[src/rtl/icache_lookup_ctrl_if.sv]
// Lookup/response handshake, way tag/state inputs, lookup results and
// RAM write-enable signals of the instruction-cache lookup controller.
interface icache_lookup_ctrl_if #(
  parameter int unsigned NUM_WAYS    = 4,
  parameter int unsigned NUM_SETS    = 64,
  parameter int unsigned TAG_WIDTH   = 22,
  parameter int unsigned STATE_WIDTH = 2
);
  localparam int unsigned WB = $clog2(NUM_WAYS);
  localparam int unsigned SB = $clog2(NUM_SETS);

  logic                            req_valid;
  logic                            req_ready;
  logic [SB-1:0]                   req_set;
  logic [TAG_WIDTH-1:0]            tag_compare;
  logic [NUM_WAYS*TAG_WIDTH-1:0]   tag_ways;
  logic [NUM_WAYS*STATE_WIDTH-1:0] state_ways;
  logic                            resp_valid;
  logic                            resp_ready;
  logic                            hit;
  logic [WB-1:0]                   hit_way;
  logic [STATE_WIDTH-1:0]          hit_way_state;
  logic                            multi_hit;
  logic [NUM_WAYS-1:0]             valid;
  logic                            full;
  logic [WB-1:0]                   victim_way;
  logic                            state_tag_w_en;
  logic [SB-1:0]                   w_set;
  logic [WB-1:0]                   way;
  logic [NUM_WAYS-1:0]             w_en;
  logic                            plru_clear;

  modport master (
    output req_valid, req_set, tag_compare, tag_ways, state_ways, resp_ready,
           state_tag_w_en, w_set, way, plru_clear,
    input  req_ready, resp_valid, hit, hit_way, hit_way_state, multi_hit,
           valid, full, victim_way, w_en
  );

  modport slave (
    input  req_valid, req_set, tag_compare, tag_ways, state_ways, resp_ready,
           state_tag_w_en, w_set, way, plru_clear,
    output req_ready, resp_valid, hit, hit_way, hit_way_state, multi_hit,
           valid, full, victim_way, w_en
  );
endinterface

[src/rtl/icache_lookup_ctrl.sv]
// Instruction-cache lookup controller: tag compare across ways, registered
// result with valid/ready handshake, victim selection and per-set tree-PLRU.
module icache_lookup_ctrl #(
  parameter int unsigned            NUM_WAYS    = 4,
  parameter int unsigned            NUM_SETS    = 64,
  parameter int unsigned            TAG_WIDTH   = 22,
  parameter int unsigned            STATE_WIDTH = 2,
  parameter logic [STATE_WIDTH-1:0] I           = 2'b10
) (
  input logic                 ACLK,
  input logic                 ARESETn,
  icache_lookup_ctrl_if.slave bus
);
  localparam int unsigned WB = $clog2(NUM_WAYS);
  localparam int unsigned SB = $clog2(NUM_SETS);
  localparam int unsigned NB = NUM_WAYS - 1;

  typedef logic [NB-1:0] plru_t;

  // Node n (1-based heap order, root = 1) lives at bit n-1; children 2n, 2n+1.
  // Follow each node bit toward the less recently used half.
  function automatic logic [WB-1:0] plru_pick(input plru_t bits);
    int unsigned node;
    node = 1;
    for (int unsigned l = 0; l < WB; l++) begin
      node = (node << 1) | 32'(bits[node-1]);
    end
    return WB'(node - NUM_WAYS);
  endfunction

  // Point every node on the path to way w away from w.
  function automatic plru_t plru_touch(input plru_t bits, input logic [WB-1:0] w);
    plru_t       r;
    int unsigned node;
    logic        dir;
    r    = bits;
    node = 1;
    for (int unsigned l = 0; l < WB; l++) begin
      dir         = w[WB-1-l];
      r[node-1]   = ~dir;
      node        = (node << 1) | 32'(dir);
    end
    return r;
  endfunction

  plru_t                  plru_q [NUM_SETS];

  logic                   resp_valid_q;
  logic                   hit_q;
  logic [WB-1:0]          hit_way_q;
  logic [STATE_WIDTH-1:0] hit_way_state_q;
  logic                   multi_hit_q;
  logic [NUM_WAYS-1:0]    valid_q;
  logic                   full_q;
  logic [WB-1:0]          victim_q;
  logic [SB-1:0]          resp_set_q;

  logic [NUM_WAYS-1:0]    valid_c;
  logic [NUM_WAYS-1:0]    match_c;
  logic                   hit_c;
  logic                   multi_c;
  logic [WB-1:0]          hit_way_c;
  logic [STATE_WIDTH-1:0] hit_state_c;
  logic                   full_c;
  logic [WB-1:0]          inv_way_c;
  logic [WB-1:0]          victim_c;

  logic                   accept;
  logic                   touch_hit;
  logic                   same_set;

  assign bus.req_ready     = !resp_valid_q | bus.resp_ready;
  assign accept            = bus.req_valid & bus.req_ready;
  assign touch_hit         = resp_valid_q & bus.resp_ready & hit_q;
  assign same_set          = touch_hit & bus.state_tag_w_en & (bus.w_set == resp_set_q);

  assign bus.resp_valid    = resp_valid_q;
  assign bus.hit           = hit_q;
  assign bus.hit_way       = hit_way_q;
  assign bus.hit_way_state = hit_way_state_q;
  assign bus.multi_hit     = multi_hit_q;
  assign bus.valid         = valid_q;
  assign bus.full          = full_q;
  assign bus.victim_way    = victim_q;

  // Per-way validity and tag match against the current request.
  always_comb begin
    valid_c = '0;
    match_c = '0;
    for (int unsigned k = 0; k < NUM_WAYS; k++) begin
      valid_c[k] = bus.state_ways[k*STATE_WIDTH +: STATE_WIDTH] != I;
      match_c[k] = valid_c[k] &&
                   (bus.tag_ways[k*TAG_WIDTH +: TAG_WIDTH] == bus.tag_compare);
    end
  end

  // Lowest matching way, multi-hit detection, lowest invalid way and victim.
  always_comb begin
    hit_c       = 1'b0;
    multi_c     = 1'b0;
    hit_way_c   = '0;
    hit_state_c = I;
    inv_way_c   = '0;
    for (int unsigned k = 0; k < NUM_WAYS; k++) begin
      if (match_c[k]) begin
        if (hit_c) begin
          multi_c = 1'b1;
        end else begin
          hit_c       = 1'b1;
          hit_way_c   = WB'(k);
          hit_state_c = bus.state_ways[k*STATE_WIDTH +: STATE_WIDTH];
        end
      end
    end
    for (int unsigned k = NUM_WAYS; k > 0; k--) begin
      if (!valid_c[k-1]) inv_way_c = WB'(k-1);
    end
    full_c   = &valid_c;
    victim_c = full_c ? plru_pick(plru_q[bus.req_set]) : inv_way_c;
  end

  // Result register: loads on accept, drops after handshake, held under stall.
  always_ff @(posedge ACLK or negedge ARESETn) begin
    if (!ARESETn) begin
      resp_valid_q    <= 1'b0;
      hit_q           <= 1'b0;
      hit_way_q       <= '0;
      hit_way_state_q <= '0;
      multi_hit_q     <= 1'b0;
      valid_q         <= '0;
      full_q          <= 1'b0;
      victim_q        <= '0;
      resp_set_q      <= '0;
    end else if (accept) begin
      resp_valid_q    <= 1'b1;
      hit_q           <= hit_c;
      hit_way_q       <= hit_way_c;
      hit_way_state_q <= hit_state_c;
      multi_hit_q     <= multi_c;
      valid_q         <= valid_c;
      full_q          <= full_c;
      victim_q        <= victim_c;
      resp_set_q      <= bus.req_set;
    end else if (bus.resp_ready) begin
      resp_valid_q    <= 1'b0;
    end
  end

  // PLRU state: hit touch and write touch, flash clear takes priority.
  // When both touches land on one set the write touch is chained after the
  // hit touch so the write wins on shared nodes.
  always_ff @(posedge ACLK or negedge ARESETn) begin
    if (!ARESETn) begin
      for (int unsigned s = 0; s < NUM_SETS; s++) plru_q[s] <= '0;
    end else if (bus.plru_clear) begin
      for (int unsigned s = 0; s < NUM_SETS; s++) plru_q[s] <= '0;
    end else begin
      if (touch_hit && !same_set)
        plru_q[resp_set_q] <= plru_touch(plru_q[resp_set_q], hit_way_q);
      if (bus.state_tag_w_en)
        plru_q[bus.w_set] <= plru_touch(same_set ? plru_touch(plru_q[bus.w_set], hit_way_q)
                                                 : plru_q[bus.w_set], bus.way);
    end
  end

  // One-hot RAM write enable, purely combinational.
  always_comb begin
    bus.w_en = '0;
    for (int unsigned k = 0; k < NUM_WAYS; k++) begin
      bus.w_en[k] = bus.state_tag_w_en & (bus.way == WB'(k));
    end
  end
endmodule

[src/flat_wrapper.sv]
// flat-port wrapper written by rule: the top's interface ports become plain ports
module icache_lookup_ctrl_flat 
#(
  parameter int unsigned            NUM_WAYS    = 4,
  parameter int unsigned            NUM_SETS    = 64,
  parameter int unsigned            TAG_WIDTH   = 22,
  parameter int unsigned            STATE_WIDTH = 2,
  parameter logic [STATE_WIDTH-1:0] I           = 2'b10
)
  (ACLK, ARESETn, bus_req_valid, bus_req_set, bus_tag_compare, bus_tag_ways, bus_state_ways, bus_resp_ready, bus_state_tag_w_en, bus_w_set, bus_way, bus_plru_clear, bus_req_ready, bus_resp_valid, bus_hit, bus_hit_way, bus_hit_way_state, bus_multi_hit, bus_valid, bus_full, bus_victim_way, bus_w_en);
  icache_lookup_ctrl_if #(.NUM_WAYS(NUM_WAYS), .NUM_SETS(NUM_SETS), .TAG_WIDTH(TAG_WIDTH), .STATE_WIDTH(STATE_WIDTH)) bus_i ();
  input logic ACLK;
  input logic ARESETn;
  input wire logic [$bits(bus_i.req_valid)-1:0] bus_req_valid;
  input wire logic [$bits(bus_i.req_set)-1:0] bus_req_set;
  input wire logic [$bits(bus_i.tag_compare)-1:0] bus_tag_compare;
  input wire logic [$bits(bus_i.tag_ways)-1:0] bus_tag_ways;
  input wire logic [$bits(bus_i.state_ways)-1:0] bus_state_ways;
  input wire logic [$bits(bus_i.resp_ready)-1:0] bus_resp_ready;
  input wire logic [$bits(bus_i.state_tag_w_en)-1:0] bus_state_tag_w_en;
  input wire logic [$bits(bus_i.w_set)-1:0] bus_w_set;
  input wire logic [$bits(bus_i.way)-1:0] bus_way;
  input wire logic [$bits(bus_i.plru_clear)-1:0] bus_plru_clear;
  output wire logic [$bits(bus_i.req_ready)-1:0] bus_req_ready;
  output wire logic [$bits(bus_i.resp_valid)-1:0] bus_resp_valid;
  output wire logic [$bits(bus_i.hit)-1:0] bus_hit;
  output wire logic [$bits(bus_i.hit_way)-1:0] bus_hit_way;
  output wire logic [$bits(bus_i.hit_way_state)-1:0] bus_hit_way_state;
  output wire logic [$bits(bus_i.multi_hit)-1:0] bus_multi_hit;
  output wire logic [$bits(bus_i.valid)-1:0] bus_valid;
  output wire logic [$bits(bus_i.full)-1:0] bus_full;
  output wire logic [$bits(bus_i.victim_way)-1:0] bus_victim_way;
  output wire logic [$bits(bus_i.w_en)-1:0] bus_w_en;
  assign bus_i.req_valid = bus_req_valid;
  assign bus_i.req_set = bus_req_set;
  assign bus_i.tag_compare = bus_tag_compare;
  assign bus_i.tag_ways = bus_tag_ways;
  assign bus_i.state_ways = bus_state_ways;
  assign bus_i.resp_ready = bus_resp_ready;
  assign bus_i.state_tag_w_en = bus_state_tag_w_en;
  assign bus_i.w_set = bus_w_set;
  assign bus_i.way = bus_way;
  assign bus_i.plru_clear = bus_plru_clear;
  assign bus_req_ready = bus_i.req_ready;
  assign bus_resp_valid = bus_i.resp_valid;
  assign bus_hit = bus_i.hit;
  assign bus_hit_way = bus_i.hit_way;
  assign bus_hit_way_state = bus_i.hit_way_state;
  assign bus_multi_hit = bus_i.multi_hit;
  assign bus_valid = bus_i.valid;
  assign bus_full = bus_i.full;
  assign bus_victim_way = bus_i.victim_way;
  assign bus_w_en = bus_i.w_en;
  icache_lookup_ctrl #(.NUM_WAYS(NUM_WAYS), .NUM_SETS(NUM_SETS), .TAG_WIDTH(TAG_WIDTH), .STATE_WIDTH(STATE_WIDTH), .I(I)) u_core (.ACLK(ACLK), .ARESETn(ARESETn), .bus(bus_i));
endmodule
[config.mk]
export PLATFORM = sky130hd
export DESIGN_NAME = icache_lookup_ctrl_flat
export DESIGN_NICKNAME = d
export VERILOG_FILES = /design/src/rtl/icache_lookup_ctrl_if.sv /design/src/rtl/icache_lookup_ctrl.sv /design/src/flat_wrapper.sv
export SDC_FILE = /design/constraint.sdc
export NUM_CORES = 1
export LEC_CHECK = 0
export ABC_CLOCK_PERIOD_IN_PS = 2950
export BUFFER_PORTS_ARGS = -buffer_cell sky130_fd_sc_hd__buf_2
export CORE_MARGIN = 3
export CORE_UTILIZATION = 45
export CTS_BUF_LIST = sky130_fd_sc_hd__clkbuf_8
export CTS_CLUSTER_DIAMETER = 30
export CTS_CLUSTER_SIZE = 12
export DETAILED_ROUTE_END_ITERATION = 16
export PLACE_DENSITY = 0.63
export SLEW_MARGIN = 20
export SYNTH_ARGS = -nofsm -noshare
export SYNTH_HDL_FRONTEND = slang
export SYNTH_SLANG_ARGS = --single-unit
[constraint.sdc]
create_clock -name ACLK -period 2.95 [get_ports ACLK]
set_clock_uncertainty 0.2 [all_clocks]
set_input_delay 0.59 -clock ACLK [delete_from_list [all_inputs] [get_ports ACLK]]
set_output_delay 0.59 -clock ACLK [all_outputs]
set_load 0.02 [all_outputs]
* Yosys cells after proc, flatten, opt, wreduce, memory -nomap -nowiden
Index checks and enable logic that the tools add are counted.
** Word-level totals
- Register bits :: 212
- Input port bits :: 138
- Output and inout port bits :: 19
- Word-level logic and storage cells :: 190
** Cells by class
- Add/subtract/negate cells :: 4
- Magnitude comparators :: 10
- Eq/ne operators :: 12
- Multiplexer cells :: 59
- Bitwise operators :: 18
- Reduce and logical (&&, ||, !) cells :: 14
** Operator list (number)
- 2-to-1 mux 192 bit :: 4
- bitwise mux 192 bit :: 2
- < comparator 32 x 3 -> 1 bit, second input constant :: 3
- == test 22 bit :: 4
- >= comparator 32 x 1 -> 1 bit, second input constant :: 2
- binary-select mux 3 bit (select 6 bit) :: 3
- demux 3 bit (select 6 bit) :: 2
- 2-to-1 mux 2 bit :: 17
- 2-to-1 mux 3 bit :: 9
- >= comparator 7 bit, second input constant :: 3
- inverter 6 -> 7 bit :: 3
- 2-to-1 mux 1 bit :: 16
- < comparator 7 x 1 -> 1 bit, second input constant :: 2
- AND 1 bit :: 9
- bitwise mux 3 bit :: 3
- logical AND 1 bit :: 9
- subtractor 2 x 1 -> 3 bit, second input constant :: 3
- inequality test 2 bit, second input constant :: 4
- == test 6 bit :: 1
- demux 1 bit (select 2 bit) :: 2
- == test 2 bit, second input constant :: 2
- inverter 1 bit :: 4
- AND reduction 4 bit :: 1
- binary-select mux 1 bit (select 2 bit) :: 1
- other kinds (7) :: 8

* Logic depth before layout (Yosys ltp)
- Word-level depth :: 12
- Mapped depth :: 12

* Least setup slack after synthesis
OpenSTA, ideal clock, no wires.
- Kind :: input to register
- Start point :: input port bus_req_set[1]
- End point :: register u_core.victim_q[0], in the netlist u_core.bus.victim_way[0]
- Arrival time :: 2.636 ns
- Path slack :: -0.010 ns
- Stages :: 9
- Path through :: buf_2 > buf_1 > clkbuf_1 > mux4_2 > a22oi_1 > a31oi_1 > o311ai_0 > nor3_1 > a211o_1
** On the way
- Longest elaborated chain between the ends :: 10
** Ends and longest elaborated chain
- start, declared :: RTL line flat_wrapper.sv:15 : input wire logic [$bits(bus_i.req_set)-1:0] bus_req_set;
- inverter 6 -> 7 bit (implied by the code) (*) :: RTL line icache_lookup_ctrl.sv:119 : victim_c = full_c ? plru_pick(plru_q[bus.req_set]) : inv_way_c;
- binary-select mux 3 bit (select 6 bit) (*) :: RTL line icache_lookup_ctrl.sv:119
- 2-to-1 mux 3 bit (implied by the code) (*) (2 in series) :: RTL line icache_lookup_ctrl.sv:119
- subtractor 2 x 1 -> 3 bit :: RTL line icache_lookup_ctrl.sv:26 : node = (node << 1) | 32'(bits[node-1]);
- binary-select mux 1 bit (select 2 bit) (*) :: RTL line icache_lookup_ctrl.sv:26
- 2-to-1 mux 1 bit (implied by the code) (*) :: RTL line icache_lookup_ctrl.sv:26
- bitwise OR 2 x 1 -> 2 bit (*) :: RTL line icache_lookup_ctrl.sv:26
- subtractor 2 x 1 -> 2 bit (*) :: RTL line icache_lookup_ctrl.sv:28 : return WB'(node - NUM_WAYS);
- 2-to-1 mux 2 bit (*) :: RTL line icache_lookup_ctrl.sv:119
- end signal, assigned :: RTL line icache_lookup_ctrl.sv:142 : victim_q <= victim_c;
- end, declared :: RTL line icache_lookup_ctrl.sv:55 : logic [WB-1:0] victim_q;
Mark *: on every way between the ends. The rest lies on a longest branch, timed or not. The select of a mux whose other input is x is not followed.
A chain may end at the register's enable or synchronous reset.

* Worst setup path after layout
- Start point :: register u_core.resp_set_q[1]
- End point :: register u_core.plru_q[80] (netlist name)
** On the way
- Longest elaborated chain between the ends :: 11
- Elaborated cells on any way between the ends :: 22
- Classes of those cells :: 2 x order compare; 1 x eq/ne; 14 x mux; 2 x bitwise; 3 x reduce/logical
** Ends and longest elaborated chain
- start, declared :: RTL line icache_lookup_ctrl.sv:56 : logic [SB-1:0] resp_set_q;
- start signal, assigned :: RTL line icache_lookup_ctrl.sv:143 : resp_set_q <= bus.req_set;
- inverter 6 -> 7 bit (implied by the code) :: RTL line icache_lookup_ctrl.sv:159 : plru_q[resp_set_q] <= plru_touch(plru_q[resp_set_q], hit_way_q);
- >= comparator 7 bit (implied by the code), or another cell as far along :: RTL line icache_lookup_ctrl.sv:159
- logical AND 1 bit (implied by the code) or 2-to-1 mux 3 bit (tied branches) :: RTL line icache_lookup_ctrl.sv:159
- 2-to-1 mux 3 bit (implied by the code) :: RTL line icache_lookup_ctrl.sv:159
- demux 3 bit (select 6 bit) or bitwise mux 3 bit (tied branches) :: RTL line icache_lookup_ctrl.sv:159, icache_lookup_ctrl.sv:40
- bitwise mux 192 bit :: RTL line icache_lookup_ctrl.sv:159
- 2-to-1 mux 192 bit :: RTL line icache_lookup_ctrl.sv:158 : if (touch_hit && !same_set)
- 2-to-1 mux 192 bit :: RTL line icache_lookup_ctrl.sv:155 : end else if (bus.plru_clear) begin
- bitwise mux 192 bit :: RTL line icache_lookup_ctrl.sv:161 : plru_q[bus.w_set] <= plru_touch(same_set ? plru_touch(plru_q[bus.w_set], hit_way_q)
- 2-to-1 mux 192 bit (*) :: RTL line icache_lookup_ctrl.sv:160 : if (bus.state_tag_w_en)
- 2-to-1 mux 192 bit (*) :: RTL line icache_lookup_ctrl.sv:155
- end signal, assigned by index :: RTL line icache_lookup_ctrl.sv:159
- end signal, assigned by index :: RTL line icache_lookup_ctrl.sv:161
- end, declared :: RTL line icache_lookup_ctrl.sv:46 : plru_t plru_q [NUM_SETS];
Marks and branches as above.

==> flow_summary.yaml <==
global_route:
  track_usage: 0.402
  grt_pass1_wl_um: 117000
  grt_max_degree: 67
  grt_pass1_vias: 17900
  antenna_found_initial: 1
  gr-total-overflow: 0
layout:
  nets: 2345
  syn2layout_area_growth_pct: 36.3
  fin_util: 0.631
  drive_gt1_frac: 0.366
  fillers: 2976
clock_network:
  clock_path_buffers: 3
  cts_inserted_buffers: 59
  cts_root_buf: "clkbuf_8"
  clk_pin_slew_ps: 50
  htreeDepth: 2
  clk_latency_ps: 670
  cts.sinks: 212
  cts_tree: "yes"
power:
  seq_power_share: 0.307
  power.share.switching: 0.320
  power_mw: 9.99
  powerDensity_nw_per_um2: 452
  p_leak_nw: 9.86
  power.switching_mw: 3.20
  comb_power_share: 0.233
  ir_drop_v: 0.000486
  p_int_mw: 6.79
  pwr-share-clk: 0.460
timing:
  hold_violations: 0
  rsz0062_at_grt: "true"
  worst_pin_slew_ps: 713
  drv_slew: 0
  setup_viol: 29
  fin_crit_sh: 1.03
  maxSlewHeadroom: 0.523
  post-route-min-period_ps: 3030
  fin_ws_ps: -84.3
  fmax_ghz: 0.330
setup_path:
  cp_slowest_cell: "mux4_2"
  crit_family: "buffers and inverters"
  crit_chain: "buf_12 -> mux4_2 -> mux2i_2 -> buf_4 -> a32oi_2 -> a32oi_1 -> buf_4 -> a31oi_4 -> buf_12 -> buf_12 -> a211oi_2 -> a21oi_1"
  arrival_ps: 3340
  ff2ff_path_depth: 12
  r2r_slack_ps: -80
  r2r_start: "u_core.resp_set_q[1]"
  cp_common_cell: "buf_12"
  crit_buf_inv: 5
  critPathMaxStageDelay_ps: 510
  r2r-end: "u_core.plru_q[80]"
  required_ps: 3260
  critPathLaunch: "u_core.resp_set_q[1]"
  crit_fanout: 9
  cp-start-kind: "flop"
  worstSetupPathType: "flop to flop"
  worst_setup_path_end_kind: "flop"
worst_hold_path:
  hold_class: "primary input to flop"
  hold_start: "bus_req_set[5]"
  whs_endpoint: "u_core.resp_set_q[5]"
  hold_depth: 3
yosys:
  yosys_warnings: 0
  avgSynthCellArea_um2: 9.12
  ys.flop_type: "dfrtp_1"
  netlist_area_um2: 16200
  synth_edf_count: 0
  async_reset_ff_frac: 1.00
  syn_inst: 1779
  synthesis.nets: 1917
  synth_seq_area_share: 0.327
  synth.distinct_cells: 67
  synth_seq_cells: 212
floorplan:
  fp.dieW_um: 196
  initial_utilization: 0.463
  ios: 157
  core_area_um2: 35100
  die_y_um: 196
  rows: 68
  die_area_um2: 38400
route:
  drc_errors: 0
  vias: 18700
  drt_iter0_markers: 2278
  firstDrtPassIters: 8
  via_per_inst: 6.89
  wire_per_inst_um: 29.9
  detail-route-antenna-nets: 0
  wirelength_um: 81000
placement:
  portBuffers: 156
  routabilityCongestion: 1.05
  hpwl_um: 56900
run_status:
  status: "finished with violations"
  failed_checks: "negative setup slack"
flow_run:
  cap_violations: 0
## area by class of cell
class / instances / area, µm² / area share
multi-input cells: 1403 / 10700 / 0.485
flip-flops and latches: 212 / 5310 / 0.240
repair buffers: 516 / 4070 / 0.184
clock buffers: 72 / 991 / 0.0448
well taps: 455 / 569 / 0.0258
clock inverters: 36 / 388 / 0.0175
inverters: 15 / 56.3 / 0.00255
diodes: 2 / 5.00 / 0.000226
## synth_stat cells (9+ instances only)
cell type    n  area [µm²]
a211oi_1   190        1430
a21oi_1     77         385
a221oi_1    45         394
a22oi_1     99         743
a31oi_1     60         375
and3_1      54         338
buf_2       43         215
clkbuf_1    86         323
dfrtp_1    212        5310
inv_1       11        41.3
mux2_2      41         462
mux2i_1     28         280
mux4_2      60        1350
nand2_1    103         387
nand2b_1     9        56.3
nand3_1     28         140
nand4_1     12        75.1
nor2_1     226         848
nor2b_1     34         213
nor3_1      14        70.1
nor3b_1     29         218
nor4_1      16         100
o2111ai_1   10        87.6
o211ai_1    64         480
o21ai_0     29         145
xnor2_1     29         254
xor2_1      65         569
## placed cells by master (no fill, tap or decap), types with 32 or more instances in the layout
cell type	n
a211oi_1	140
a211oi_2	46
a21oi_1	74
a221oi_1	35
a22oi_1	95
a31oi_1	60
and3_1	53
buf_12	32
buf_2	153
buf_4	310
clkbuf_8	72
dfrtp_1	208
mux2_2	40
mux4_2	60
nand2_1	103
nor2_1	224
o211ai_1	64
xor2_1	65
## power by group through the flow
stage	clock network [mW]	registers (mW)	logic, mW
floorplan	0	3.09	0.916
global placement	0	3.11	1.98
detailed placement	0	3.11	1.99
CTS	4.62	3.06	2.12
global route	4.77	3.07	2.40
finish	4.59	3.07	2.33
## worst max path at each step
stage / depth (start not counted) / end / slack (ps)
2_1_floorplan: 7 / u_core.bus.victim_way[0] / 20
3_3_place_gp: 10 / u_core.plru_q[161] / -370
3_5_place_dp: 10 / u_core.plru_q[38] / -380
4_1_cts: 12 / u_core.plru_q[26] / -50
5_1_grt: 12 / u_core.plru_q[80] / -140
6_report: 12 / u_core.plru_q[80] / -80
## cells by family after synthesis
group | Yosys count | synth area share
AOI/OAI and AO/OA | 628 | 0.284
and+or+nand+nor | 552 | 0.163
muxes | 129 | 0.129
DFF | 212 | 0.327
buffers and inverters | 164 | 0.0458
xor gates and xnor gates | 94 | 0.0508
## metal layers
metal	wire length [µm]	vias up	track usage	part of all wire
li1	-	7831	-	-
met1	30800	9098	0.529	0.38
met2	35700	1388	0.611	0.44
met3	8970	359	0.0970	0.11
met4	5560	0	0.219	0.069
met5	0	-	0	0
## worst reg2reg max path, cell delays in order (launching register included)
cell and delay (ps):
dfrtp_2 440, buf_12 150, mux4_2 520, mux2i_2 220, buf_4 180, a32oi_2 80
a32oi_1 190, buf_4 150, a31oi_4 130, buf_12 190, buf_12 160, a211oi_2 250
a21oi_1 70
## sequential cells by signal, summed over array words and instances (netlist names)
signal and count:
u_core.plru_q 192, u_core.resp_set_q 6, u_core.bus.valid 4, u_core.bus.hit_way 2
u_core.bus.hit_way_state 2, u_core.bus.victim_way 2, u_core.bus.full 1, u_core.bus.hit 1
u_core.bus.multi_hit 1, u_core.bus.resp_valid 1
## timing repair
| item | 4_1_cts | 5_1_grt |
|---|---|---|
| pin swaps | 7 | 27 |
| endpoints found under the hold margin | 61 | 0 |
| buffers inserted | 10 | 6 |
| resized for setup | 53 | 68 |
| setup endpoints to repair | 129 | 128 |
| cloned | 3 | 9 |
| hold buffers | 2 | 0 |
## per-stage QoR
step | TNS (ps) | cells | setup slack, ps | hold slack (ps) | instance area, µm²
after global placement | -43260 | 2575 | -370 | 265 | 19800
after global routing | -3870 | 2709 | -141 | 48.9 | 22100
after detailed placement | -46150 | 2575 | -384 | 273 | 19800
final | -680 | 2711 | -84.3 | 53.6 | 22100
after floorplan | 0 | 1779 | 17.6 | 94.4 | 16200
after CTS | -742 | 2698 | -48.2 | 18.6 | 21600
Note: power is estimated with default switching activity, not from simulation.
